### config.mk
export PLATFORM = sky130hd
export DESIGN_NAME = object_draw_fsm
export DESIGN_NICKNAME = d
export VERILOG_FILES = /design/src/rtl/object_draw_fsm.sv
export SDC_FILE = /design/constraint.sdc
export NUM_CORES = 1
export LEC_CHECK = 0
export CORE_UTILIZATION = 50
export CTS_BUF_LIST = sky130_fd_sc_hd__clkbuf_4
export DETAILED_ROUTE_END_ITERATION = 8
export GPL_ROUTABILITY_DRIVEN = 0
export GPL_TIMING_DRIVEN = 0
export PLACE_DENSITY = 0.74
export SYNTH_ARGS = -nofsm -noshare
export SYNTH_HDL_FRONTEND = slang
export SYNTH_SLANG_ARGS = --single-unit
export TNS_END_PERCENT = 10
### constraint.sdc
create_clock -name clk -period 8.4 [get_ports clk]
set_input_delay 1.26 -clock clk [delete_from_list [all_inputs] [get_ports clk]]
set_output_delay 1.26 -clock clk [all_outputs]
set_load 0.03 [all_outputs]
### src/rtl/object_draw_fsm.sv
// object_draw_fsm: pixel writer between game-object logic and the VGA adapter.
// On each accepted move request it erases the previously drawn rectangle in
// BG_COLOR, then draws the object at the new position. One pixel is emitted per
// clock. Off-screen pixels are suppressed but still take a cycle, so latency is fixed.
//
// Ports:
//   clk        system clock
//   reset      synchronous, active-high reset
//   go         single-cycle request, accepted only when idle
//   hide       sampled with go; 1 = erase only, no redraw
//   new_x/y    new top-left position, sampled with go
//   color      object colour, sampled with go
//   vga_x/y    pixel coordinate (registered)
//   vga_color  pixel colour (registered)
//   plot       pixel write strobe (registered)
//   busy       high while pixels are being scanned
//   done       one-cycle completion pulse
module object_draw_fsm #(
  parameter int unsigned   XRES     = 160,
  parameter int unsigned   YRES     = 120,
  parameter int unsigned   XW       = 8,
  parameter int unsigned   YW       = 7,
  parameter int unsigned   CW       = 3,
  parameter int unsigned   OBJ_W    = 4,
  parameter int unsigned   OBJ_H    = 4,
  parameter logic [CW-1:0] BG_COLOR = '0
) (
  input  logic          clk,
  input  logic          reset,
  input  logic          go,
  input  logic          hide,
  input  logic [XW-1:0] new_x,
  input  logic [YW-1:0] new_y,
  input  logic [CW-1:0] color,
  output logic [XW-1:0] vga_x,
  output logic [YW-1:0] vga_y,
  output logic [CW-1:0] vga_color,
  output logic          plot,
  output logic          busy,
  output logic          done
);

  // Wide enough for offsets 0..15 of an object up to 16 pixels.
  localparam int unsigned CNTW = 5;
  localparam logic [CNTW-1:0] DxLast = CNTW'(OBJ_W - 1);
  localparam logic [CNTW-1:0] DyLast = CNTW'(OBJ_H - 1);

  typedef enum logic [1:0] {StIdle, StErase, StDraw, StFin} state_e;

  state_e          state_q, state_d;
  logic [CNTW-1:0] dx_q, dx_d, dy_q, dy_d;
  logic [XW-1:0]   lat_x_q, lat_x_d, old_x_q, old_x_d;
  logic [YW-1:0]   lat_y_q, lat_y_d, old_y_q, old_y_d;
  logic [CW-1:0]   lat_c_q, lat_c_d;
  logic            lat_hide_q, lat_hide_d;
  logic            old_valid_q, old_valid_d;

  logic [XW-1:0]   vga_x_d;
  logic [YW-1:0]   vga_y_d;
  logic [CW-1:0]   vga_color_d;
  logic            plot_d, busy_d, done_d;

  logic            scan_last;
  logic [CNTW-1:0] dx_inc, dy_inc;

  assign scan_last = (dx_q == DxLast) && (dy_q == DyLast);
  // Row-major advance: dx wraps to 0 and bumps dy.
  assign dx_inc    = (dx_q == DxLast) ? '0 : dx_q + 1'b1;
  assign dy_inc    = (dx_q == DxLast) ? dy_q + 1'b1 : dy_q;

  // State and output registers.
  always_ff @(posedge clk) begin
    if (reset) begin
      state_q     <= StIdle;
      dx_q        <= '0;
      dy_q        <= '0;
      lat_x_q     <= '0;
      lat_y_q     <= '0;
      lat_c_q     <= '0;
      lat_hide_q  <= 1'b0;
      old_valid_q <= 1'b0;
      old_x_q     <= '0;
      old_y_q     <= '0;
      vga_x       <= '0;
      vga_y       <= '0;
      vga_color   <= '0;
      plot        <= 1'b0;
      busy        <= 1'b0;
      done        <= 1'b0;
    end else begin
      state_q     <= state_d;
      dx_q        <= dx_d;
      dy_q        <= dy_d;
      lat_x_q     <= lat_x_d;
      lat_y_q     <= lat_y_d;
      lat_c_q     <= lat_c_d;
      lat_hide_q  <= lat_hide_d;
      old_valid_q <= old_valid_d;
      old_x_q     <= old_x_d;
      old_y_q     <= old_y_d;
      vga_x       <= vga_x_d;
      vga_y       <= vga_y_d;
      vga_color   <= vga_color_d;
      plot        <= plot_d;
      busy        <= busy_d;
      done        <= done_d;
    end
  end

  // Next-state logic. dx/dy always name the pixel presented in the state being entered.
  always_comb begin
    state_d     = state_q;
    dx_d        = dx_q;
    dy_d        = dy_q;
    lat_x_d     = lat_x_q;
    lat_y_d     = lat_y_q;
    lat_c_d     = lat_c_q;
    lat_hide_d  = lat_hide_q;
    old_valid_d = old_valid_q;
    old_x_d     = old_x_q;
    old_y_d     = old_y_q;
    unique case (state_q)
      StIdle: begin
        if (go) begin
          lat_x_d    = new_x;
          lat_y_d    = new_y;
          lat_c_d    = color;
          lat_hide_d = hide;
          dx_d       = '0;
          dy_d       = '0;
          if (old_valid_q) state_d = StErase;
          else if (!hide)  state_d = StDraw;
          else             state_d = StFin;
        end
      end
      StErase: begin
        if (scan_last) begin
          dx_d    = '0;
          dy_d    = '0;
          state_d = lat_hide_q ? StFin : StDraw;
        end else begin
          dx_d = dx_inc;
          dy_d = dy_inc;
        end
      end
      StDraw: begin
        if (scan_last) begin
          state_d = StFin;
        end else begin
          dx_d = dx_inc;
          dy_d = dy_inc;
        end
      end
      StFin: begin
        state_d = StIdle;
        if (lat_hide_q) begin
          old_valid_d = 1'b0;
        end else begin
          old_valid_d = 1'b1;
          old_x_d     = lat_x_q;
          old_y_d     = lat_y_q;
        end
      end
      default: state_d = StIdle;
    endcase
  end

  // Output logic, computed from the next state so the registered outputs line up with it.
  logic          active;
  logic [XW-1:0] base_x;
  logic [YW-1:0] base_y;
  logic [CW-1:0] base_c;
  logic [XW:0]   sum_x;
  logic [YW:0]   sum_y;

  always_comb begin
    active      = (state_d == StErase) || (state_d == StDraw);
    base_x      = (state_d == StErase) ? old_x_q  : lat_x_d;
    base_y      = (state_d == StErase) ? old_y_q  : lat_y_d;
    base_c      = (state_d == StErase) ? BG_COLOR : lat_c_d;
    // One bit wider so positions past the right/bottom edge do not wrap back on screen.
    sum_x       = {1'b0, base_x} + (XW + 1)'(dx_d);
    sum_y       = {1'b0, base_y} + (YW + 1)'(dy_d);
    plot_d      = active && (sum_x < (XW + 1)'(XRES)) && (sum_y < (YW + 1)'(YRES));
    busy_d      = active;
    done_d      = (state_d == StFin);
    vga_x_d     = active ? sum_x[XW-1:0] : '0;
    vga_y_d     = active ? sum_y[YW-1:0] : '0;
    vga_color_d = active ? base_c : '0;
  end

endmodule

* Yosys cells after proc, flatten, opt, wreduce, memory -nomap -nowiden
Cells that the tools add are included.
** Operators by class
- Muxes and demuxes :: 26
- Equality and inequality tests :: 8
- Add/subtract/negate cells :: 4
- Reductions and logical operators :: 9
- $lt $le $gt $ge :: 2
- Bitwise operators :: 2
** Operators by type and width (number)
- two-way mux 5 bit :: 8
- one-hot mux 5 bit (3 select lines) :: 2
- two-way mux 8 bit :: 3
- two-way mux 7 bit :: 3
- adder 5 x 1 -> 5 bit (second input constant) :: 2
- equality test 5 x 2 -> 1 bit (second input constant) :: 2
- adder 8 x 5 -> 9 bit :: 1
- less-than comparator 9 x 8 -> 1 bit (second input constant) :: 1
- adder 7 x 5 -> 8 bit :: 1
- equality test 2 bit (second input constant) :: 4
- less-than comparator 8 x 7 -> 1 bit (second input constant) :: 1
- two-way mux 2 bit :: 4
- one-hot mux 2 bit (4 select lines) :: 1
- two-way mux 3 bit :: 2
- equality test 2 x 1 -> 1 bit (second input constant) :: 2
- AND reduction 2 bit :: 2
- logical AND 1 bit :: 3
- two-way mux 1 bit :: 3
- OR reduction 3 bit :: 1
- zero test 2 bit :: 1
- NOT 1 bit :: 2
- OR reduction 2 bit :: 1
- logical OR 1 bit :: 1
** Word-level totals
- Word-level logic and storage cells :: 67
- Bits in registers :: 68
- Input bits :: 22

* Longest topological paths before layout
- Depth after elaboration :: 10
- Gate-level depth with buffers :: 22

* Worst setup path before layout
OpenSTA, ideal clock, no wires.
- Path kind :: in2reg
- From :: in go
- To :: reg plot
- Setup slack :: 3723 ps
- Library setup time :: 116 ps
- Required time :: 8284 ps
- Stages :: 21
- Data arrival time :: 4560 ps
- Path through :: inv_1 -> nand2_1 -> nand2_1 -> a31oi_1 -> o21ai_0 -> ha_1 -> clkbuf_1 -> inv_1 -> clkbuf_1 -> clkbuf_1 -> nor2_1 -> a21oi_1 -> ha_1 -> inv_1 -> fa_1 -> nand2b_1 -> a21oi_1 -> xor2_1 -> nand2_1 -> maj3_1 -> o211a_1
** On the way
- Cells in the longest elaborated chain, start to end :: 8
- Elaborated cells between the ends (all ways) :: 21
- Those cells by class :: 2 x add/sub; 2 x order compare; 2 x eq/ne; 12 x mux; 3 x reduce/logical
** Ends and longest elaborated chain
- start, declared :: line 30 : input logic go,
- two-way mux 2 bit :: line 124 : if (go) begin
- one-hot mux 2 bit (4 select lines) :: line 122 : unique case (state_q)
- equality test 2 x 1 -> 1 bit :: line 177, 178, 179
- two-way mux 8 bit :: line 178 : base_x = (state_d == StErase) ? old_x_q : lat_x_d;
- adder 8 x 5 -> 9 bit :: line 182 : sum_x = {1'b0, base_x} + (XW + 1)'(dx_d);
- less-than comparator 9 x 8 -> 1 bit :: line 184 : plot_d = active && (sum_x < (XW + 1)'(XRES)) && (sum_y < (YW + 1)'(YRES));
- logical AND 1 bit :: line 184
- logical AND 1 bit (*) :: line 184
- end signal, assigned :: line 104 : plot <= plot_d;
- end, declared :: line 38 : output logic plot,
Mark *: on every way between the ends. The rest lies on a longest branch, timed or not.
A chain may end at the register's enable or synchronous reset.

* Worst setup path after layout
Ends and elaborated chain as after synthesis.

==> summary.txt <==
Power and ir drop
  – Pwr dens: 228 nW/um^2
  – Peak supply drop: 130 uV
  – Total power: 0.891 mW
  – Leak: 1.55 nW

STA
  – FMAX: 0.176 GHz
  – Final setup viols: 0
  – Final Hold Viols: 0
  – Skew final: 0.0162 ns
  – Slew headroom: 0.574
  – Slew Limit Fails: 0
  – RSZ-0062 raised after global routing: false
  – Tmin final: 5.69 ns
  – Sum Neg Setup Slack: 0 ns
  – Final worst setup slack: 2.71 ns
  – Fin crit share: 0.677
  – Worst-Margin Slew: 0.635 ns

Global routing
  – Grt met3 use: 0.0407
  – Gr ovfl total: 0
  – Grt peak-use layer: met2
  – First-pass GRT wire length: 12400 um
  – Number of global-route vias before repair: 2634
  – Grt met1 use: 0.330
  – Pin count of the biggest net entering global routing: 14
  – Antenna violations before repair: 0
  – GR met2 Demand/Resource: 0.393
  – GRT Util Overall: 0.248

Clock tree
  – Max Buffers Root-to-Sink: 2
  – Setup bufs post-CTS: 0
  – Clk_lat worst skew: 0.42 ns
  – CTS tree: yes
  – # clock sinks: 68
  – H-tree lvl count: 3
  – Post-CTS sizing: 0
  – Root Buffer: clkbuf_4
  – Num CTS Buffers: 9
  – Clock-pin slew on the worst setup and hold paths: 0.13 ns
  – Hold Buf Count CTS: 0

Critical path
  – Reg2Reg Depth: 20
  – CP endpoint kind: register
  – Launching point of the worst reg2reg path: dx_q[0]
  – Startpoint Class: primary input
  – WP data arrival: 6.02 ns
  – Crit-path max FO: 10
  – Worst Setup SP: go
  – CP Class: primary input to register
  – Critical Path RT: 8.73 ns

Floorplan
  – Core footprint: 6100 sq um
  – Die Ht: 82.6 um
  – Die X: 82.6 um
  – Full die area: 6820 sq um
  – Initial Utilization: 0.532
  – Rows: 28
  – Io pins: 43

Place
  – Post-DP HPWL: 5600 um
  – Pre-CTS setup slack: 2.29 ns
  – Post-Place Cell Area: 3760 sq um
  – Port Buf Inserts: 42

Outcome
  – Status: complete, no violations

Synthesis
  – FF+latch count, synth: 68
  – Cell Area, Synth: 3250 sq um
  – Largest area contributor in the netlist: dfxtp_1
  – Async SR Flop Fraction: 0
  – Mapped Nets: 426
  – EDFF count, synth: 0
  – Post-synthesis sequential area ratio: 0.419
  – Syn Area/Cell: 8.36 sq um
  – Share of the synthesized area in the top cell type: 0.419
  – Ys flop type: dfxtp_1
  – Yosys cell types: 47
  – Syn Inst Count: 388
  – Synthesis warning total: 0
  – Synth area leaders: dfxtp_1, a21oi_1, nor2_1

Worst hold path
  – Hold path startpoint: lat_x_q[1]
  – Worst min path class: register to register
  – Hold Path Depth: 2

Detailed routing
  – Vias: 2830
  – Post-Route WL: 7560 um
  – DRC: 0
  – Routed len/inst: 14.5 um
  – Detailed Routing Iterations Pass 1: 6
  – First DRT Iteration DRCs: 162
  – Post-route antenna net violation count: 0
  – Via-to-Cell Ratio: 5.43

Layout
  – Most frequent cells in the layout: dfxtp_1, nor2_1, nand2_1
  – Synth-to-Final Area Change: 20.2%
  – Core Util, Final: 0.640
  – Fin area: 3900 sq um
  – Diodes inserted: 0
  – Layout cells sized above 1: 0.0561
  – Commonest non-fill, non-tap cell in the layout: dfxtp_1
  – Fin nets: 479

Run
  – Max Cap Violations: 0
## through the flow
| stage | instances | hold WS (ns) |
|---|---|---|
| detailed placement | 505 | 0.443 |
| global route | 521 | 0.481 |
| floorplan | 388 | 0.431 |
| finish | 521 | 0.460 |
| global placement | 505 | 0.436 |
| CTS | 521 | 0.463 |
## flip-flops by register name, indices dropped and copies added (netlist names)
register     cells
plot             1
vga_y            7
lat_y_q          7
old_x_q          8
vga_x            8
state_q          2
busy             1
lat_hide_q       1
lat_c_q          3
vga_color        3
lat_x_q          8
dy_q             5
old_valid_q      1
old_y_q          7
dx_q             5
done             1
## layer usage
| layer | vias up | share of wire |
|---|---|---|
| li1 | 1436 | - |
| met1 | 1304 | 0.48 |
| met2 | 79 | 0.47 |
| met3 | 11 | 0.035 |
| met4 | 0 | 0.019 |
| met5 | - | 0 |
## synthesized netlist by cell type (3+ instances only)
| master | instances |
|---|---|
| o21ai_0 | 19 |
| mux2i_1 | 20 |
| a31oi_1 | 3 |
| clkbuf_1 | 12 |
| a21oi_1 | 43 |
| nor2_1 | 54 |
| nand2b_1 | 3 |
| o31ai_1 | 3 |
| nor2b_1 | 15 |
| and2_1 | 7 |
| nor3_1 | 4 |
| buf_2 | 4 |
| nand3_1 | 8 |
| ha_1 | 14 |
| or3_1 | 3 |
| dfxtp_1 | 68 |
| xor2_1 | 3 |
| xnor2_1 | 7 |
| nand2_1 | 48 |
| inv_1 | 14 |
## final cells by class
class,count,area (sq um)
fillers,558,2190
multi-input cells,287,1750
flip-flops and latches,68,1360
repair buffers,42,420
well taps,75,93.8
plain buffers,19,83.8
clock inverters,7,75.1
clock buffers,9,67.6
inverters,14,52.6
## final timing paths
| path | endpoint | slack, ns |
|---|---|---|
| min | old_x_q[1] | 0.46 |
| max | plot | 2.71 |
| min reg2reg | old_x_q[1] | 0.46 |
| max reg2reg | plot | 2.91 |
## power breakdown
group / internal, mW / total [mW] / leakage, nW / switching [mW]
Sequential: 0.354 / 0.367 / 0.554 / 0.0130
Clock: 0.0922 / 0.221 / 0.0802 / 0.128
Combinational: 0.120 / 0.303 / 0.912 / 0.183
## worst max-delay path: stages
cell and delay (ns):
clkdlybuf4s50_1 0.56, inv_1 0.08, nand2_1 0.06, nand2_1 0.16, a31oi_1 0.18, o21ai_0 0.18
ha_1 0.28, clkbuf_1 0.20, inv_1 0.13, clkbuf_1 0.33, clkbuf_1 0.42, nor2_1 0.07
a21oi_1 0.22, ha_1 0.21, inv_1 0.06, fa_1 0.39, nand2b_1 0.17, a21oi_1 0.20
xor2_1 0.19, nand2_1 0.07, maj3_1 0.36, o211a_1 0.22
## cell families (layout without fill, tap and decap cells)
logic type | after synthesis | in the layout | share of synthesized area
xor+xnor | 10 | 10 | 0.0270
simple gates | 155 | 155 | 0.224
flops | 68 | 68 | 0.419
buf+inv | 33 | 91 | 0.0420
compound gates | 83 | 83 | 0.147
fa+ha+maj | 17 | 17 | 0.0694
mux | 22 | 22 | 0.0705
(Power assumes the default switching activity.)
